[config.mk]
export PLATFORM = sky130hd
export DESIGN_NAME = ps2_ascii_queue_flat
export DESIGN_NICKNAME = d
export VERILOG_FILES = /design/src/rtl/ps2_kbd_pkg.sv /design/src/rtl/ps2_ascii_queue_if.sv /design/src/rtl/ps2_char_fifo.sv /design/src/rtl/ps2_ascii_queue.sv /design/src/flat_wrapper.sv
export SDC_FILE = /design/constraint.sdc
export NUM_CORES = 1
export LEC_CHECK = 0
export CORE_MARGIN = 2
export CORE_UTILIZATION = 61
export DETAILED_ROUTE_END_ITERATION = 6
export PLACE_DENSITY = 0.77
export SLEW_MARGIN = 0
export SYNTH_ARGS = -nofsm -noshare
export SYNTH_HDL_FRONTEND = slang
export SYNTH_SLANG_ARGS = --single-unit
[constraint.sdc]
create_clock -name clock -period 4.85 [get_ports clock]
set_input_delay 0.7275 -clock clock [delete_from_list [all_inputs] [get_ports clock]]
set_output_delay 0.7275 -clock clock [all_outputs]
set_load 0.03 [all_outputs]
[src/rtl/ps2_kbd_pkg.sv]
// Shared PS/2 keyboard definitions: prefix FSM encoding, scan-code
// constants and the set-2 scan-code to ASCII lookup.
package ps2_kbd_pkg;

    localparam logic [1:0] ST_IDLE      = 2'd0;
    localparam logic [1:0] ST_BREAK     = 2'd1;
    localparam logic [1:0] ST_EXT       = 2'd2;
    localparam logic [1:0] ST_EXT_BREAK = 2'd3;

    localparam logic [7:0] SC_BREAK   = 8'hF0;
    localparam logic [7:0] SC_EXT     = 8'hE0;
    localparam logic [7:0] SC_BAT_OK  = 8'hAA;
    localparam logic [7:0] SC_ACK     = 8'hFA;
    localparam logic [7:0] SC_SHIFT_L = 8'h12;
    localparam logic [7:0] SC_SHIFT_R = 8'h59;
    localparam logic [7:0] SC_EXT_DEL = 8'h71;
    localparam logic [7:0] SC_BKSP    = 8'h66;
    localparam logic [7:0] SC_ENTER   = 8'h5A;
    localparam logic [7:0] SC_SPACE   = 8'h29;

    typedef struct packed {
        logic       hit;
        logic [7:0] ch;
    } ps2_lookup_t;

    // Make code to ASCII; hit=0 for codes that produce no character.
    function automatic ps2_lookup_t scan_to_ascii(input logic [7:0] code, input logic upper);
        ps2_lookup_t r;
        r.hit = 1'b1;
        r.ch  = 8'd0;
        case (code)
            8'h1C: r.ch = 8'd97;   8'h32: r.ch = 8'd98;   8'h21: r.ch = 8'd99;
            8'h23: r.ch = 8'd100;  8'h24: r.ch = 8'd101;  8'h2B: r.ch = 8'd102;
            8'h34: r.ch = 8'd103;  8'h33: r.ch = 8'd104;  8'h43: r.ch = 8'd105;
            8'h3B: r.ch = 8'd106;  8'h42: r.ch = 8'd107;  8'h4B: r.ch = 8'd108;
            8'h3A: r.ch = 8'd109;  8'h31: r.ch = 8'd110;  8'h44: r.ch = 8'd111;
            8'h4D: r.ch = 8'd112;  8'h15: r.ch = 8'd113;  8'h2D: r.ch = 8'd114;
            8'h1B: r.ch = 8'd115;  8'h2C: r.ch = 8'd116;  8'h3C: r.ch = 8'd117;
            8'h2A: r.ch = 8'd118;  8'h1D: r.ch = 8'd119;  8'h22: r.ch = 8'd120;
            8'h35: r.ch = 8'd121;  8'h1A: r.ch = 8'd122;
            8'h45: r.ch = 8'd48;   8'h16: r.ch = 8'd49;   8'h1E: r.ch = 8'd50;
            8'h26: r.ch = 8'd51;   8'h25: r.ch = 8'd52;   8'h2E: r.ch = 8'd53;
            8'h36: r.ch = 8'd54;   8'h3D: r.ch = 8'd55;   8'h3E: r.ch = 8'd56;
            8'h46: r.ch = 8'd57;
            SC_SPACE: r.ch = 8'd32;
            SC_BKSP:  r.ch = 8'd127;
            SC_ENTER: r.ch = 8'd13;
            default:  r.hit = 1'b0;
        endcase
        // Only the lowercase letter range is shifted; digits and controls never fall in it.
        if (upper && r.ch >= 8'd97 && r.ch <= 8'd122) begin
            r.ch = r.ch - 8'd32;
        end
        return r;
    endfunction

endpackage

[src/rtl/ps2_ascii_queue_if.sv]
// Scan-byte input and character-stream output bundle of ps2_ascii_queue.
// master = keyboard controller / consumer side, slave = the queue itself.
interface ps2_ascii_queue_if #(
    parameter int FIFO_DEPTH = 16,
    parameter int CHAR_W     = 8
) ();
    logic                          key_valid;
    logic [7:0]                    key_code;
    logic                          out_ready;
    logic                          out_valid;
    logic [CHAR_W-1:0]             out_char;
    logic [$clog2(FIFO_DEPTH):0]   fifo_count;
    logic                          overflow;

    modport master (
        output key_valid, key_code, out_ready,
        input  out_valid, out_char, fifo_count, overflow
    );

    modport slave (
        input  key_valid, key_code, out_ready,
        output out_valid, out_char, fifo_count, overflow
    );
endinterface

[src/rtl/ps2_char_fifo.sv]
// Show-ahead character FIFO: head entry is visible combinationally,
// rd_data reads 0 while empty. A push into a full FIFO is accepted only
// when a pop happens in the same cycle; otherwise it is reported on drop.
module ps2_char_fifo #(
    parameter int FIFO_DEPTH = 16,
    parameter int CHAR_W     = 8
) (
    input  logic                          clock,
    input  logic                          resetn,
    input  logic                          push,
    input  logic [CHAR_W-1:0]             push_data,
    input  logic                          pop,
    output logic [CHAR_W-1:0]             rd_data,
    output logic                          empty,
    output logic                          full,
    output logic [$clog2(FIFO_DEPTH):0]   count,
    output logic                          drop
);
    localparam int AW = $clog2(FIFO_DEPTH);

    logic [CHAR_W-1:0] mem [FIFO_DEPTH];
    logic [AW-1:0]     wr_ptr_reg;
    logic [AW-1:0]     rd_ptr_reg;
    logic [AW:0]       count_reg;
    logic              wr_en;
    logic              pop_en;

    assign empty   = (count_reg == '0);
    assign full    = (count_reg == (AW+1)'(FIFO_DEPTH));
    assign pop_en  = pop && !empty;
    assign wr_en   = push && (!full || pop_en);
    assign drop    = push && !wr_en;
    assign count   = count_reg;
    assign rd_data = empty ? '0 : mem[rd_ptr_reg];

    // Storage write; contents need no reset since count gates visibility.
    always_ff @(posedge clock) begin
        if (wr_en) begin
            mem[wr_ptr_reg] <= push_data;
        end
    end

    // Pointers wrap naturally at the power-of-two depth; count tracks occupancy.
    always_ff @(posedge clock) begin
        if (!resetn) begin
            wr_ptr_reg <= '0;
            rd_ptr_reg <= '0;
            count_reg  <= '0;
        end else begin
            if (wr_en)  wr_ptr_reg <= wr_ptr_reg + 1'b1;
            if (pop_en) rd_ptr_reg <= rd_ptr_reg + 1'b1;
            case ({wr_en, pop_en})
                2'b10:   count_reg <= count_reg + 1'b1;
                2'b01:   count_reg <= count_reg - 1'b1;
                default: count_reg <= count_reg;
            endcase
        end
    end
endmodule

[src/rtl/ps2_ascii_queue.sv]
// PS/2 set-2 scan bytes -> queued ASCII characters.
// Tracks F0/E0 prefixes, converts make codes and buffers the result.
// Optional feature macro: PS2_SHIFT_EN (shift keys give uppercase letters).
module ps2_ascii_queue #(
    parameter int FIFO_DEPTH = 16,
    parameter int CHAR_W     = 8
) (
    input  logic               clock,
    input  logic               resetn,
    ps2_ascii_queue_if.slave   bus
);
    import ps2_kbd_pkg::*;

    logic [1:0]        state_reg;
    logic [1:0]        state_next;
    logic              overflow_reg;
    logic              push;
    logic [7:0]        push_char;
    logic              upper;
    logic              fifo_empty;
    logic              fifo_full;
    logic              fifo_drop;
    ps2_lookup_t       lk;

`ifdef PS2_SHIFT_EN
    logic shift_l_reg, shift_l_next;
    logic shift_r_reg, shift_r_next;
    assign upper = shift_l_reg | shift_r_reg;
`else
    assign upper = 1'b0;
`endif

    assign lk = scan_to_ascii(bus.key_code, upper);

    // Prefix FSM: decides next state, shift updates and whether to push.
    always_comb begin
        state_next = state_reg;
        push       = 1'b0;
        push_char  = 8'd0;
`ifdef PS2_SHIFT_EN
        shift_l_next = shift_l_reg;
        shift_r_next = shift_r_reg;
`endif
        if (bus.key_valid) begin
            case (state_reg)
                ST_IDLE: begin
                    if (bus.key_code == SC_BREAK) begin
                        state_next = ST_BREAK;
                    end else if (bus.key_code == SC_EXT) begin
                        state_next = ST_EXT;
                    end else if (bus.key_code == SC_SHIFT_L) begin
`ifdef PS2_SHIFT_EN
                        shift_l_next = 1'b1;
`endif
                    end else if (bus.key_code == SC_SHIFT_R) begin
`ifdef PS2_SHIFT_EN
                        shift_r_next = 1'b1;
`endif
                    end else if (bus.key_code != SC_BAT_OK && bus.key_code != SC_ACK) begin
                        push      = lk.hit;
                        push_char = lk.ch;
                    end
                end
                ST_BREAK: begin
`ifdef PS2_SHIFT_EN
                    if (bus.key_code == SC_SHIFT_L) shift_l_next = 1'b0;
                    if (bus.key_code == SC_SHIFT_R) shift_r_next = 1'b0;
`endif
                    state_next = ST_IDLE;
                end
                ST_EXT: begin
                    if (bus.key_code == SC_BREAK) begin
                        state_next = ST_EXT_BREAK;
                    end else begin
                        state_next = ST_IDLE;
                        if (bus.key_code == SC_EXT_DEL) begin
                            push      = 1'b1;
                            push_char = 8'd127;
                        end
                    end
                end
                default: state_next = ST_IDLE;
            endcase
        end
    end

    // FSM state and shift flags; reset also drops any pending prefix.
    always_ff @(posedge clock) begin
        if (!resetn) begin
            state_reg <= ST_IDLE;
`ifdef PS2_SHIFT_EN
            shift_l_reg <= 1'b0;
            shift_r_reg <= 1'b0;
`endif
        end else begin
            state_reg <= state_next;
`ifdef PS2_SHIFT_EN
            shift_l_reg <= shift_l_next;
            shift_r_reg <= shift_r_next;
`endif
        end
    end

    // Sticky overflow: set whenever a decoded character could not be queued.
    always_ff @(posedge clock) begin
        if (!resetn) begin
            overflow_reg <= 1'b0;
        end else if (fifo_drop) begin
            overflow_reg <= 1'b1;
        end
    end

    ps2_char_fifo #(
        .FIFO_DEPTH (FIFO_DEPTH),
        .CHAR_W     (CHAR_W)
    ) u_fifo (
        .clock     (clock),
        .resetn    (resetn),
        .push      (push),
        .push_data (CHAR_W'(push_char)),
        .pop       (bus.out_ready),
        .rd_data   (bus.out_char),
        .empty     (fifo_empty),
        .full      (fifo_full),
        .count     (bus.fifo_count),
        .drop      (fifo_drop)
    );

    assign bus.out_valid = !fifo_empty;
    assign bus.overflow  = overflow_reg;
endmodule

[src/flat_wrapper.sv]
// flat-port wrapper written by rule: the top's interface ports become plain ports
module ps2_ascii_queue_flat import ps2_kbd_pkg::*;
#(
    parameter int FIFO_DEPTH = 16,
    parameter int CHAR_W     = 8
)
  (clock, resetn, bus_key_valid, bus_key_code, bus_out_ready, bus_out_valid, bus_out_char, bus_fifo_count, bus_overflow);
  ps2_ascii_queue_if #(.FIFO_DEPTH(FIFO_DEPTH), .CHAR_W(CHAR_W)) bus_i ();
  input  logic clock;
  input  logic resetn;
  input wire logic [$bits(bus_i.key_valid)-1:0] bus_key_valid;
  input wire logic [$bits(bus_i.key_code)-1:0] bus_key_code;
  input wire logic [$bits(bus_i.out_ready)-1:0] bus_out_ready;
  output wire logic [$bits(bus_i.out_valid)-1:0] bus_out_valid;
  output wire logic [$bits(bus_i.out_char)-1:0] bus_out_char;
  output wire logic [$bits(bus_i.fifo_count)-1:0] bus_fifo_count;
  output wire logic [$bits(bus_i.overflow)-1:0] bus_overflow;
  assign bus_i.key_valid = bus_key_valid;
  assign bus_i.key_code = bus_key_code;
  assign bus_i.out_ready = bus_out_ready;
  assign bus_out_valid = bus_i.out_valid;
  assign bus_out_char = bus_i.out_char;
  assign bus_fifo_count = bus_i.fifo_count;
  assign bus_overflow = bus_i.overflow;
  ps2_ascii_queue #(.FIFO_DEPTH(FIFO_DEPTH), .CHAR_W(CHAR_W)) u_core (.clock(clock), .resetn(resetn), .bus(bus_i));
endmodule
======== Word level (Yosys, flattened, before mapping) ========
Memory sizes are Yosys's and may differ from the RTL's. A register that Yosys moved wholly into a read port is not among the register bits.
Cells that the tools add are included.
cells by class
  $add $sub $neg .......................... 4
  equal/unequal tests ..................... 51
  mux-type cells .......................... 30
  reductions and logical operators ........ 13
operators with widths
  cell                                                                count
  7-bit one-hot mux with 39 select lines                              1
  8-bit by 6-bit == test with 1-bit output, second input constant     23
  8-bit by 7-bit == test with 1-bit output, second input constant     11
  8-bit by 5-bit == test with 1-bit output, second input constant     8
  8-bit 2-to-1 mux                                                    7
  39-bit OR reduction                                                 1
  8-bit == test, second input constant                                2
  8-bit != test, second input constant                                2
  8-bit one-hot mux with 2 select lines                               1
  7-bit 2-to-1 mux                                                    2
  1-bit 2-to-1 mux                                                    11
  5-bit one-hot mux with 2 select lines                               1
  4-bit by 1-bit adder with 4-bit output, second input constant       2
  4-bit 2-to-1 mux                                                    2
  2-bit 2-to-1 mux                                                    3
  5-bit by 1-bit adder with 5-bit output, second input constant       1
  5-bit == test, second input constant                                1
  5-bit logical NOT                                                   1
  5-bit by 1-bit subtractor with 5-bit output, second input constant  1
  2-bit == test, second input constant                                2
  1-bit logical AND                                                   4
  2-bit one-hot mux with 2 select lines                               1
  1-bit logical NOT                                                   3
  3-bit by 1-bit != test with 1-bit output, second input constant     1
  other kinds (6)                                                     6
storage, ports and cells
  register bits ........................... 16
  bits in writable memories ............... 128
  bits of input ports ..................... 12
  output and inout port bits .............. 15
  memories ................................ 1
memories
  name               words  width  read ports  clocked after Yosys merged registers in  write ports  line                 text
  u_core.u_fifo.mem  16     8      1           1                                        1            ps2_char_fifo.sv:21  logic [CHAR_W-1:0] mem [FIFO_DEPTH];

======== Depth between registers and ports, before layout ========
  depth in word-level cells ............... 13
  depth in mapped cells ................... 16
  mapped depth without buffers ............ 14

======== By module ========
Synthesis repeated with hierarchy kept, for this count alone.
second synthesis, totals
  cells, all modules ...................... 539
  area, all modules ....................... 7294.5 um2
modules (own cells, without submodules)
  module           times used  cells an instance  area each (um2)  seq. area each (um2)
  ps2_char_fifo    1           337                6003.3           4184.0
  ps2_ascii_queue  1           202                1291.2           60.1

======== Worst setup path after synthesis ========
OpenSTA, ideal clock, no wires.
  path type ............................... input-to-reg
  from .................................... input port bus_key_code[5]
  to ...................................... register u_core.u_fifo.count_reg[4], in the netlist u_core.u_fifo.count[4]
  library setup time ...................... 0.072 ns
  data arrival time ....................... 3.671 ns
  slack ................................... 1.107 ns
  cell stages on the path ................. 16
  path buffers ............................ 2
  path through ............................ buf_6 > or4b_4 > buf_6 > a211o_1 > nand2_2 > nor4_2 > a21o_2 > and2_1 > fa_1 > a21o_1 > a21oi_1 > nor3_1 > nand3_1 > a21oi_1 > a31oi_1 > mux2i_1
on the way
  cells in the longest elaborated chain, start to end .. 13
  elaborated cells between the ends (all ways) .. 63
  classes of those cells .................. eq/ne: 48; mux: 11; reduce/logical: 4
ends and longest elaborated chain
  element                                                                      line                   text
  from (decl)                                                                  flat_wrapper.sv:12     input wire logic [$bits(bus_i.key_code)-1:0] bus_key_code;
  8-bit by 5-bit == test with 1-bit output, or another cell as far along       ps2_kbd_pkg.sv:31      case (code)
  39-bit OR reduction (no source line)                                         n/a
  1-bit 2-to-1 mux                                                             ps2_kbd_pkg.sv:31
  1-bit 2-to-1 mux                                                             ps2_ascii_queue.sv:59  end else if (bus.key_code != SC_BAT_OK && bus.key_code != SC_ACK) begin
  1-bit 2-to-1 mux                                                             ps2_ascii_queue.sv:55  end else if (bus.key_code == SC_SHIFT_R) begin
  1-bit 2-to-1 mux                                                             ps2_ascii_queue.sv:51  end else if (bus.key_code == SC_SHIFT_L) begin
  1-bit 2-to-1 mux                                                             ps2_ascii_queue.sv:49  end else if (bus.key_code == SC_EXT) begin
  1-bit 2-to-1 mux                                                             ps2_ascii_queue.sv:47  if (bus.key_code == SC_BREAK) begin
  1-bit one-hot mux with 2 select lines (*)                                    ps2_ascii_queue.sv:45  case (state_reg)
  1-bit 2-to-1 mux (*)                                                         ps2_ascii_queue.sv:44  if (bus.key_valid) begin
  1-bit logical AND (*)                                                        ps2_char_fifo.sv:31    assign wr_en = push && (!full || pop_en);
  2-bit by 1-bit == test with 1-bit output or 2-bit == test (tied branches)    ps2_char_fifo.sv:52    case ({wr_en, pop_en})
  5-bit one-hot mux with 2 select lines or 2-bit nonzero test (tied branches)  n/a
  to (signal assigned)                                                         ps2_char_fifo.sv:53    2'b10: count_reg <= count_reg + 1'b1;
  to (signal assigned)                                                         ps2_char_fifo.sv:54    2'b01: count_reg <= count_reg - 1'b1;
  to (signal assigned)                                                         ps2_char_fifo.sv:55    default: count_reg <= count_reg;
  to (decl)                                                                    ps2_char_fifo.sv:24    logic [AW:0] count_reg;
Every way passes the cells marked *; elsewhere a longest branch is shown, timed or not.
A chain may end at the register's enable or synchronous reset.

==> impl_metrics.csv <==
group,metric,value,unit
run_status,status,"completed",
route,drc,0,
floorplanning,fp.dieH,107,µm
clocking,post_cts_buffers,0,
worst_setup_path,cp.required,4.12,ns
worst_setup_path,critPathMaxStageDelay,0.70,ns
clocking,cts_sinks,132,
route,drt_pass1_iterations,5,
floorplanning,ioPinCount,27,
worst_setup_path,crit_top_cell,"mux4_2",
sta,slew_headroom,0.127,
sta,maxSlewViolCount,0,
clocking,hold_buffers,0,
synthesis,synth.distinct_cells,71,
floorplanning,fp.dieW,107,µm
cells_and_area,area_growth_syn_to_layout,16.2,%
clocking,cts_tree,"built",
synthesis,syn_nets,483,
power,p_switching,1.02,mW
placement,dp.cells,620,
clocking,clk_pin_slew,0.06,ns
floorplanning,rows,37,
cells_and_area,fin_cells,652,
worst_setup_path,start_kind,"register",
floorplanning,start_util,0.626,
worst_setup_path,worstSetupEndpointType,"output port",
cells_and_area,seqCellArea,3760,µm²
worst_setup_path,critical_path_buf_inv_count,2,
synthesis,ys_warn_count,0,
synthesis,postSynth.asyncResetShare,0,
synthesis,ys_seq_area_frac,0.582,
placement,gp_congestion,0.909,
global_route,grt_first_pass_wirelength,24400,µm
sta,setup_viol,0,
route,drt_iter0_drc,410,
route,ant_nets,0,
worst_setup_path,worstPathMaxFanout,15,
cells_and_area,layout-drive-gt1-share,0.213,
worst_setup_path,path_cells,"buf_4, mux4_2, mux4_2, nor2b_1, clkdlybuf4s50_1",
placement,numPortBuffers,25,
synthesis,ys_ff_latch,132,
global_route,grt-ovfl-total,0,
sta,hold_viol_final,0,
global_route,antenna_found_initial,0,
clocking,clock_latency,0.51,ns
power,p_per_area,447,nW/µm²
route,routed_wl,15600,µm
route,wire_per_inst,24.0,µm
power,p_int,2.34,mW
hold_path,hold_path_class,"register to register",
clocking,cts_buffers,17,
worst_setup_path,path_class,"register to output port",
global_route,track_usage,0.297,
sta,layout_min_cycle_time,4.12,ns
power,seqPwrFrac,0.386,
worst_setup_path,cp_top_family,"multiplexers",
power,switching_share,0.303,
synthesis,synth_area,6470,µm²
synthesis,synth-edff-count,112,
cells_and_area,fillers,676,
worst_setup_path,arrival,3.39,ns
clocking,clock_path_buffers,2,
synthesis,synth_ff_type,"edfxtp_1",
sta,post-route-period-util,0.849,
global_route,grt_pass1_vias,4222,
sta,grt_setup_unrepaired,"false",
power,fin_total_pwr,3.35,mW
floorplanning,core,10300,µm²
sta,fmax,0.243,GHz
clocking,htreeDepth,4,
synthesis,syn_inst,462,
sta,finalSetupTns,0,ns
global_route,grt_max_degree,30,
sta,fin_hold_ws,0.482,ns
placement,dp_hpwl,10300,µm
clocking,cts_root_buffer,"clkbuf_8",
run,drv_cap,0,
power,combPwrFrac,0.255,
worst_setup_path,cpMaxStageDelayCell,"dfxtp_2",
route,vias,4176,
clocking,cts_resized,0,
power,peakVddDrop,503,µV
sta,tightest_slew,1.31,ns
cells_and_area,multiInputGateArea,2500,µm²
cells_and_area,final_nets,524,
cells_and_area,largest_reg_flops,112,
power,clockPowerShare,0.359,
cells_and_area,antenna_cells,0,
sta,finClkSkew,0.00908,ns
route,vias_per_cell,6.40,
power,p_leak,2.74,nW
synthesis,syn_area_per_cell,14.0,µm²
floorplanning,die-area,11400,µm²
==> stage by stage <==
stage                     cell area, µm²  utilization  worst slack [ns]
final                               7510        0.728             0.734
after global routing                7510        0.728             0.559
after CTS                           7510        0.728             0.681
after detailed placement            6940        0.673             0.238
after global placement              6940        0.673             0.421
after floorplan                     6470            -              1.11
==> cell usage after synthesis (all sizes together), types with 10 or more instances <==
cell type	count	area share
mux4	35	0.12
and3	18	0.017
nor2b	19	0.018
edfxtp	112	0.52
nand2	35	0.021
a21oi	16	0.012
buf	18	0.017
dfxtp	20	0.062
clkbuf	15	0.0089
nor3	10	0.0077
nand2b	14	0.014
nor2	19	0.011
==> power groups by stage <==
stage               combinational (mW)  sequential [mW]  clock (mW)
floorplan                        0.550             1.33           0
global placement                 0.830             1.32           0
detailed placement               0.849             1.32           0
CTS                              0.856             1.30        1.21
global route                     0.909             1.30        1.26
finish                           0.855             1.30        1.20
==> final timing paths <==
check	startpoint	endpoint	slack, ns	depth (start not counted)
setup / recovery	register	bus_out_char[1]	0.73	5
hold / removal	u_core.bus.overflow$_SDFFE_PN0P_	u_core.bus.overflow$_SDFFE_PN0P_	0.48	1
setup reg to reg	u_core.state_reg[0]$_SDFFE_PN0P_	u_core.u_fifo.count[4]$_SDFFE_PN0P_	1.66	14
hold reg to reg	u_core.bus.overflow$_SDFFE_PN0P_	u_core.bus.overflow$_SDFFE_PN0P_	0.48	1
==> cells by family (layout without fill, tap and decap cells) <==
logic type                 after synthesis  count (layout)  synth area share
other                                    1               1          0.000580
AOI/OAI and AO/OA                       64              64            0.0702
muxes                                   44              44             0.138
adders and majority gates                9               9            0.0186
DFF                                    132             132             0.582
xor gates and xnor gates                 8               8            0.0108
and+or+nand+nor                        163             163             0.149
buffers and inverters                   41              95            0.0310
==> cell type report <==
type	instances	share of cell area
Multi-Input combinational cell	289	0.333
Tap cell	136	0.0227
Clock buffer	21	0.0641
Clock inverter	11	0.0115
Sequential cell	132	0.501
Inverter	8	0.00400
Timing Repair Buffer	55	0.0633
==> layer usage <==
metal	up-vias	routed length [µm]	global-route usage
met1	2098	6420	0.416
li1	1894	-	-
met3	8	1080	0.0529
met2	176	7930	0.480
met4	0	200	0.0928
met5	-	0	0
==> placed cells by master (no fill, tap or decap), types with 3 or more instances in the layout <==
cell             instances
nand3_1                  8
a21oi_1                 16
mux4_2                  35
nand4_1                  3
inv_1                    8
ha_1                     8
nor2b_1                 19
a211oi_1                 3
nand2b_1                14
dfxtp_1                 19
nor4b_1                  3
o31ai_1                  3
inv_4                    3
nand2_1                 34
o211ai_1                 3
and3_1                  18
nor3_1                  10
nor3b_1                  3
o21ai_0                  8
clkbuf_16               18
nor2_1                  19
nor4bb_1                 6
mux2i_1                  8
edfxtp_1               112
buf_4                   30
clkinv_4                 3
a32oi_1                  4
a31oi_1                  3
xnor2_1                  5
and2_1                   8
clkdlybuf4s50_1         25
xor2_1                   3
No activity file was read; power rests on OpenSTA's default activity.
